File: src/rtl/jpeg_enc_pkg.sv
// Shared definitions for the JPEG entropy-coding stages.
// Tuple layout, accumulator sizing, marker bytes and packer states.
package jpeg_enc_pkg;

    localparam int CODE_MSB       = 23;
    localparam int LEN_MSB        = 15;
    localparam int AMP_MSB        = 7;
    localparam int MAX_FIELD_BITS = 16;
    localparam int ACC_BITS       = 32;

    localparam logic [7:0] STUFF_BYTE  = 8'h00;
    localparam logic [7:0] MARKER_BYTE = 8'hFF;

    typedef enum logic [1:0] {
        RUN,
        PAD,
        DRAIN
    } state_t;

endpackage

File: src/rtl/huff_field_merge.sv
// Builds the MSB-aligned code+amplitude bit field of one DC tuple.
// Lengths above 8 are clamped; unused bits of each part are masked off.
module huff_field_merge
    import jpeg_enc_pkg::*;
(
    input  logic [23:0]               in_data,
    input  logic [3:0]                in_size,
    output logic [MAX_FIELD_BITS-1:0] field,
    output logic [4:0]                field_len
);

    logic [7:0]  code;
    logic [7:0]  len_raw;
    logic [7:0]  amp;
    logic [3:0]  code_len;
    logic [3:0]  amp_len;
    logic [7:0]  code_mask;
    logic [7:0]  amp_mask;
    logic [15:0] code_part;
    logic [15:0] amp_top;
    logic [15:0] amp_part;

    // Clamp both lengths, mask the fields and butt them together MSB-first
    always_comb begin
        code      = in_data[CODE_MSB -: 8];
        len_raw   = in_data[LEN_MSB -: 8];
        amp       = in_data[AMP_MSB -: 8];
        code_len  = (len_raw > 8'd8) ? 4'd8 : len_raw[3:0];
        amp_len   = (in_size > 4'd8) ? 4'd8 : in_size;
        code_mask = ~(8'hFF >> code_len);
        amp_mask  = ~(8'hFF << amp_len);
        code_part = {code & code_mask, 8'h00};
        amp_top   = {amp & amp_mask, 8'h00} << (4'd8 - amp_len);
        amp_part  = amp_top >> code_len;
        field     = code_part | amp_part;
        field_len = {1'b0, code_len} + {1'b0, amp_len};
    end

endmodule

File: src/rtl/huffman_dc_bit_packer.sv
// Packs DC Huffman fields into a byte stream with 0xFF stuffing.
// Flush pads the last partial byte with 1s and drains the accumulator.
module huffman_dc_bit_packer
    import jpeg_enc_pkg::*;
#(
    parameter bit STUFF_EN = 1'b1
) (
    input  logic        clk,
    input  logic        rst_n,
    input  logic        in_valid,
    output logic        in_ready,
    input  logic [23:0] in_data,
    input  logic [3:0]  in_size,
    input  logic        flush,
    output logic        out_valid,
    input  logic        out_ready,
    output logic [7:0]  out_data,
    output logic        flush_done
);

    state_t                      state;
    state_t                      state_next;
    logic [ACC_BITS-1:0]         acc;
    logic [ACC_BITS-1:0]         acc_next;
    logic [ACC_BITS-1:0]         acc_sh;
    logic [5:0]                  cnt;
    logic [5:0]                  cnt_next;
    logic [5:0]                  cnt_sh;
    logic [5:0]                  rnd;
    logic                        stuff_pend;
    logic                        stuff_next;
    logic                        ov_next;
    logic [7:0]                  od_next;
    logic                        fd_next;
    logic                        load;
    logic                        extract;
    logic                        accept;
    logic [MAX_FIELD_BITS-1:0]   field;
    logic [4:0]                  field_len;

    huff_field_merge u_merge (
        .in_data   (in_data),
        .in_size   (in_size),
        .field     (field),
        .field_len (field_len)
    );

    assign in_ready = (state == RUN) && (cnt <= 6'd16);
    assign accept   = in_valid && in_ready;

    // Output loading, byte extraction, append/pad and state sequencing
    always_comb begin
        load       = (!out_valid || out_ready) && (stuff_pend || cnt >= 6'd8);
        extract    = load && !stuff_pend;
        acc_sh     = extract ? (acc << 8) : acc;
        cnt_sh     = extract ? (cnt - 6'd8) : cnt;
        rnd        = {cnt_sh[5:3] + {2'b00, |cnt_sh[2:0]}, 3'b000};
        ov_next    = out_valid && !out_ready;
        od_next    = out_data;
        stuff_next = stuff_pend;
        acc_next   = acc_sh;
        cnt_next   = cnt_sh;
        state_next = state;
        fd_next    = 1'b0;

        if (load) begin
            ov_next = 1'b1;
            if (stuff_pend) begin
                od_next    = STUFF_BYTE;
                stuff_next = 1'b0;
            end else begin
                od_next = acc[31:24];
                if (STUFF_EN && acc[31:24] == MARKER_BYTE) begin
                    stuff_next = 1'b1;
                end
            end
        end

        unique case (state)
            RUN: begin
                if (accept) begin
                    acc_next = acc_sh | ({field, 16'h0000} >> cnt_sh);
                    cnt_next = cnt_sh + {1'b0, field_len};
                end
                if (flush && !accept) begin
                    state_next = PAD;
                end
            end
            PAD: begin
                acc_next   = acc_sh | ((32'hFFFF_FFFF >> cnt_sh)
                                     & ~(32'hFFFF_FFFF >> rnd));
                cnt_next   = rnd;
                state_next = DRAIN;
            end
            DRAIN: begin
                if (cnt == 6'd0 && !stuff_pend && (!out_valid || out_ready)) begin
                    fd_next    = 1'b1;
                    state_next = RUN;
                end
            end
            default: state_next = RUN;
        endcase
    end

    // State, accumulator and output holding register
    always_ff @(posedge clk or negedge rst_n) begin
        if (!rst_n) begin
            state      <= RUN;
            acc        <= '0;
            cnt        <= '0;
            stuff_pend <= 1'b0;
            out_valid  <= 1'b0;
            out_data   <= 8'h00;
            flush_done <= 1'b0;
        end else begin
            state      <= state_next;
            acc        <= acc_next;
            cnt        <= cnt_next;
            stuff_pend <= stuff_next;
            out_valid  <= ov_next;
            out_data   <= od_next;
            flush_done <= fd_next;
        end
    end

endmodule

File: config.mk
export PLATFORM = sky130hd
export DESIGN_NAME = huffman_dc_bit_packer
export DESIGN_NICKNAME = d
export VERILOG_FILES = /design/src/rtl/jpeg_enc_pkg.sv /design/src/rtl/huff_field_merge.sv /design/src/rtl/huffman_dc_bit_packer.sv
export SDC_FILE = /design/constraint.sdc
export NUM_CORES = 1
export LEC_CHECK = 0
export BUFFER_PORTS_ARGS = -buffer_cell sky130_fd_sc_hd__buf_2
export CORE_MARGIN = 2
export CORE_UTILIZATION = 45
export DETAILED_ROUTE_END_ITERATION = 7
export PLACE_DENSITY_LB_ADDON = 0.2
export SETUP_SLACK_MARGIN = 0.4
export SLEW_MARGIN = 0
export SYNTH_ARGS = -nofsm -noshare
export SYNTH_HDL_FRONTEND = slang
export SYNTH_SLANG_ARGS = --single-unit
File: constraint.sdc
create_clock -name clk -period 7.5 [get_ports clk]
set_input_delay 1.5 -clock clk [delete_from_list [all_inputs] [get_ports clk]]
set_output_delay 1.5 -clock clk [all_outputs]
set_load 0.005 [all_outputs]
# == Word level (Yosys, flattened, before mapping) ==
# Cells that the tools add are included.
# word_totals
reg_bits,51
inputBits,33
out_inout_bits,11
elab_cells,72
# op_classes
n_addsub,5
n_lt_le_gt_ge,4
n_eq_ne,5
n_shift,7
n_mux,17
bitwise,9
n_reduce_logical,18
# op_table
operator,n
two-way mux 32 bit,2
bitwise OR 32 bit,2
one-hot mux 32 bit (2 select lines),1
right shift 32 x 6 -> 32 bit (first input constant),2
bitwise AND 32 bit,1
inverter 32 bit,1
right shift 32 x 6 -> 32 bit,1
bitwise AND 8 bit,2
inverter 8 bit,2
bitwise OR 16 bit,1
left shift 16 x 4 -> 16 bit,1
right shift 16 x 4 -> 16 bit,1
two-way mux 6 bit,2
one-hot mux 6 bit (2 select lines),1
equality test 8 bit (second input constant),1
> comparator 8 x 4 -> 1 bit (second input constant),1
logical AND 1 bit,8
two-way mux 4 bit,2
two-way mux 8 bit,1
left shift 8 x 4 -> 8 bit (first input constant),1
right shift 8 x 4 -> 8 bit (first input constant),1
adder 6 x 5 -> 6 bit,1
greater-or-equal comparator 6 x 4 -> 1 bit (second input constant),1
less-or-equal comparator 6 x 5 -> 1 bit (second input constant),1
18 further kinds,27

# == Longest topological paths before layout ==
# logic_depth
ltp_word,12
mapped_depth,17
depth_no_buf,16

# == Modules after synthesis ==
# A second synthesis with hierarchy kept.
# unflattened
hier_cells,618
area_unflattened_um2,5043.6
# modules_own_cells
mod,n_inst,cells_per_inst,area_per_inst_um2,seq_area_each_um2
huffman_dc_bit_packer,1,444,3905.0,1276.2
huff_field_merge,1,174,1138.6,0.0

# == Least setup slack after synthesis ==
# No wires, ideal clock.
# synth_timing
kind,input port to flip-flop
start,input in_size[0]
end,register acc[12]
setup_ns,0.076
t_arrival_ns,4.572
t_required_ns,7.424
path_slack_ns,2.851
cell_stages,14
path_buffers,1
path_cell_list,buf_4 -> and2b_4 -> inv_2 -> ha_1 -> ha_1 -> or2_2 -> o211a_1 -> a21oi_2 -> a21boi_1 -> o311ai_1 -> a22oi_2 -> mux4_2 -> o21ba_1 -> o21ai_1
# synth_between
elab_chain_len,12
word_cells_on_any_way,13
classes_between,1 x add/sub; 1 x order compare; 4 x shift; 3 x mux; 4 x bitwise
# synth_lines
item,line,rtl
start: declaration,huffman_dc_bit_packer.sv:13,"input logic [3:0] in_size,"
> comparator 4 bit,huff_field_merge.sv:29,amp_len = (in_size > 4'd8) ? 4'd8 : in_size;
two-way mux 4 bit *,huff_field_merge.sv:29,
left shift 8 x 4 -> 8 bit,huff_field_merge.sv:31,amp_mask = ~(8'hFF << amp_len);
inverter 8 bit,huff_field_merge.sv:31,
bitwise AND 8 bit,huff_field_merge.sv:33,"amp_top = {amp & amp_mask, 8'h00} << (4'd8 - amp_len);"
left shift 16 x 4 -> 16 bit *,huff_field_merge.sv:33,
right shift 16 x 4 -> 16 bit *,huff_field_merge.sv:34,amp_part = amp_top >> code_len;
bitwise OR 16 bit *,huff_field_merge.sv:35,field = code_part | amp_part;
right shift 32 x 6 -> 32 bit *,huffman_dc_bit_packer.sv:82,"acc_next = acc_sh | ({field, 16'h0000} >> cnt_sh);"
bitwise OR 32 bit *,huffman_dc_bit_packer.sv:82,
two-way mux 32 bit *,huffman_dc_bit_packer.sv:81,if (accept) begin
one-hot mux 32 bit (2 select lines) *,huffman_dc_bit_packer.sv:79,unique case (state)
named net acc_next[12],huffman_dc_bit_packer.sv:24,logic [ACC_BITS-1:0] acc_next;
end signal: assignment,huffman_dc_bit_packer.sv:117,acc <= acc_next;
end: declaration,huffman_dc_bit_packer.sv:23,logic [ACC_BITS-1:0] acc;
# Mark *: on every way through the listed nets, which the timed path passes. The rest lies on a longest branch.
# A chain may end at the register's enable or synchronous reset.

# == Final worst setup path ==
# layout_timing
start,input in_size[3]
end,register acc[17]
# The elaborated chain is that of the path after synthesis.

==> results.txt <==
Among all stages on the critical path, the largest delay is contributed by sky130_fd_sc_hd__ha_1. The post-route core utilization came out at 49.6%. Of all nets on the critical path, the largest fanout is 16. The critical path is of the in2reg type.

In this run the horizontal extent of the chip is 111 um. In this run, flip-flops and latches consume 21.6% of the power. Pin count of the biggest net entering global routing: 52. The clock-pin slew of the registers on the worst-case setup and hold paths came out at 0.07 ns.

The worst setup path is launched from an input pin. Cell internal power was estimated by the tool at 1.04 mW. After detailed routing, the total wire length is 17.2 mm.

The minimum clock period was 4.95 ns; the flip-flop and latch area was 1280 sq um. Count of final max-slew check failures: 0. Headroom to the max-slew limit came out at 48.3%.

TritonCTS built the clock tree. Of the post-synthesis cell area, the dominant cell type holds 24.6%. Dividing total power by cell area gives a power density of 388 nW/um^2. The share of the Yosys chip area taken by registers is 24.6%.

The detailed router finished its first iteration with 539 violations. For the worst-skew pair, the clock arrives at the later sink with an insertion delay of 0.29 ns. The fraction of power spent switching nets is 52.5%, and the worst slack on hold paths is 0.480 ns. The worst register-to-register path ends at acc[14]$_DFF_PN0_.

For the worst setup path, the data required time is 7.68 ns. Clock tree synthesis found a total of 51 sinks. The end point of the critical path was acc[17]$_DFF_PN0_.

The fraction of final layout cells sized beyond drive strength 1 is 14.6%. The most instantiated flip-flop cell in the synthesis netlist was sky130_fd_sc_hd__dfrtp_1. The total iterations of the first detailed-routing run was 7; the number of buffers added by the clock tree synthesis step was 5. The run gives 91 as the count of different cell masters after synthesis.

The worst setup path is captured at a register. The number of antenna violations at the first check in global routing was 0. The number of maximum-capacitance violations was 0. The tools report the standard-cell row count as 39. For this run, asynchronously set or reset flops after synthesis account for 100%. The number of hold buffers added after CTS is 0, and the number of ports placed on the die boundary is 44. Once placement finished, the instance area stood at 5480 sq um.

The final antenna-violating net count is 0, and the top achievable clock speed is 202 MHz. The data arrival time of the critical path was 5.13 ns. The port buffer count was 43; the power dissipated by switching net loads was 1.15 mW.

The via count of the first global-routing pass was 5147. Excluding fillers, the count of instances in the completed layout stands at 828. The highest cell delay on the worst timing path is 0.40 ns, and the area enclosed by the die boundary is 12400 sq um.

Static leakage: 2.42 nW. By area the synthesized netlist is led by sky130_fd_sc_hd__dfrtp_1, sky130_fd_sc_hd__nor2_1, sky130_fd_sc_hd__nand2_1, sky130_fd_sc_hd__mux2i_1, sky130_fd_sc_hd__ha_1. The library cells used most frequently in the layout, excluding fill and tap cells, are sky130_fd_sc_hd__nor2_1, sky130_fd_sc_hd__nand2_1, sky130_fd_sc_hd__dfrtp_1, sky130_fd_sc_hd__buf_2, sky130_fd_sc_hd__o21ai_0. The worst register-to-register path begins at cnt[1]$_DFFE_PN0P_.

The final weighted congestion in routability-driven placement was 0.922. The core footprint was 11300 sq um; the number of placed instances, taps included was 820. The final hold violation count was 0; the actual transition at the worst max-transition pin was 0.773 ns.

Traced cell by cell, the critical path runs through buf_2 > and2b_4 > inv_2 > ha_1 > ha_1 > nor2_1 > and4_1 > a31oi_1 > and3_2 > a32o_1 > a211o_1 > mux2i_1 > o21ba_2 > mux2i_1 > a221o_1. The average via count per standard cell is 6.65, and the count of yosys warnings during synthesis is 0. For this run, the post-layout net count is 737. From bottom edge to top edge, the die measures 111 um. In the final routed layout, each cell accounts on average for 20.8 um. The class of the worst hold path was reg2reg.

For the post-synthesis net count, the log shows 716. The global-route wire length before repair was 27.7 mm; the number of post-CTS setup repair buffers was 0. The longest clock path from root to sink contains 2 buffers.

Clock skew on the completed layout was measured at 0.00289 ns. The repair_antennas step left the layout with diodes totalling 0. Summed over all failing endpoints, the final setup total negative slack is 0 ns. The run gives 5180 sq um as the cell area after synthesis.

In this run the worst setup path begins at in_size[3]. Across the VDD grid, the largest voltage drop is 0.194 mV. Of all cell types, the one taking the most synthesized area is sky130_fd_sc_hd__dfrtp_1. OpenSTA, run right after detailed placement, puts the worst setup slack at 2.32 ns. Detailed placement finished with a half-perimeter wire length of 12.8 mm.

Total power after layout: 2.18 mW. Setup violations remaining at the end of the flow were counted as 0. Leaving out fill and tap cells, the most frequent cell in the layout is sky130_fd_sc_hd__nor2_1. CTS built an H-tree with a depth of 2. The run gives 663 as the synthesized instance count.

The number of cell instances on the worst register-to-register path is 17, and the worst path setup slack after routing is 2.55 ns. Number of enable flip-flop cells after synthesis: 0. The average cell area after synthesis works out to 7.81 sq um.

The synthesis-stage register bit count was 51. The tools report the clock share of power as 10.6%. The logs give 5504 for the total via count in the routed design and 67.9% for the combinational share of power. Setup repair after global routing left no endpoint under its margin. For flop-to-flop paths, the worst setup slack is 3.05 ns. For this run, design rule violations remaining after detail routing come to 0. Across every metal layer, demand over resource in global routing totals 27.3%. The flow ran to the end, and the final reports show no timing, DRC or antenna violations. After global routing the overflow that remains totals 0.

The initial utilization of the core area, before any placement, comes to 45.8%. The tools report the number of instances resized during post-cts repair as 0. Buffer cell driving the clock tree root: sky130_fd_sc_hd__clkbuf_16.

The number of fillers in the final layout is 1127, and the growth of design area from synthesis to finish is 8.45%. The finished cells cover 5620 sq um. Summing all multi-input logic gate instances after layout gives 3620 sq um. The worst path uses 66.0% of the clock period.
==> sequential cells by signal, indices dropped and copies added, names as in the netlist <==
register	count
state	2
acc	32
flush_done	1
out_valid	1
stuff_pend	1
out_data	8
cnt	6
==> how the worst min path moves through the flow <==
stage,start,to,slack (ns),cells past startpoint
2_1_floorplan,acc[22]$_DFF_PN0_,acc[30]$_DFF_PN0_,0.46,2
3_3_place_gp,out_data[4]$_DFFE_PN0P_,out_data[4]$_DFFE_PN0P_,0.46,2
3_5_place_dp,out_data[6]$_DFFE_PN0P_,out_data[6]$_DFFE_PN0P_,0.47,2
4_1_cts,out_data[6]$_DFFE_PN0P_,out_data[6]$_DFFE_PN0P_,0.49,2
5_1_grt,out_data[1]$_DFFE_PN0P_,out_data[1]$_DFFE_PN0P_,0.53,2
6_report,out_data[3]$_DFFE_PN0P_,out_data[3]$_DFFE_PN0P_,0.48,2
==> cells by family after synthesis <==
| group | share of synthesized area (%) |
|---|---|
| fa+ha+maj | 5.26 |
| mux | 6.13 |
| xor+xnor | 1.18 |
| simple gates | 24.7 |
| buf+inv | 5.41 |
| flops | 24.6 |
| compound gates | 32.7 |
==> area by class of cell <==
type | count | share of cell area (%)
multi-input cells | 544 | 64.5
flip-flops and latches | 51 | 22.7
repair buffers | 52 | 5.03
well taps | 143 | 3.18
clock buffers | 5 | 2.23
inverters | 30 | 2.00
clock inverters | 3 | 0.334
==> synth_stat cells (all sizes together) (10+ instances only) <==
cell type / number
nand3: 25
dfrtp: 51
buf: 18
a21oi: 25
ha: 17
o22ai: 11
o31ai: 13
o21ai: 49
a221oi: 10
nand2: 74
o221ai: 12
nor3: 17
clkbuf: 20
mux2i: 25
nand2b: 13
inv: 26
o211ai: 11
nand4: 10
nor2: 84
==> power by group through the flow <==
| stage | clock (mW) | combinational [mW] | sequential [mW] |
|---|---|---|---|
| after floorplan | 0 | 1.06 | 0.453 |
| after global placement | 0 | 1.44 | 0.472 |
| after global routing | 0.245 | 1.61 | 0.484 |
| after detailed placement | 0 | 1.44 | 0.476 |
| after CTS | 0.231 | 1.45 | 0.471 |
| final | 0.231 | 1.48 | 0.471 |
==> worst max-delay path, delay by kind of cell <==
kind / cells / cell delay [ns]
AO/OA/AOI/OAI: 5 / 1.16
multiplexers: 2 / 0.51
buffers and inverters: 2 / 0.23
AND/OR/NAND/NOR: 4 / 1.11
adder cells (fa/ha/maj): 2 / 0.60
==> layer usage <==
layer  GRT usage, %  routed length [um]
met1           36.6                7260
met2           46.1                8130
met3           2.30                1230
met4           10.2                 580
met5              0                   0
(Power assumes the default switching activity.)
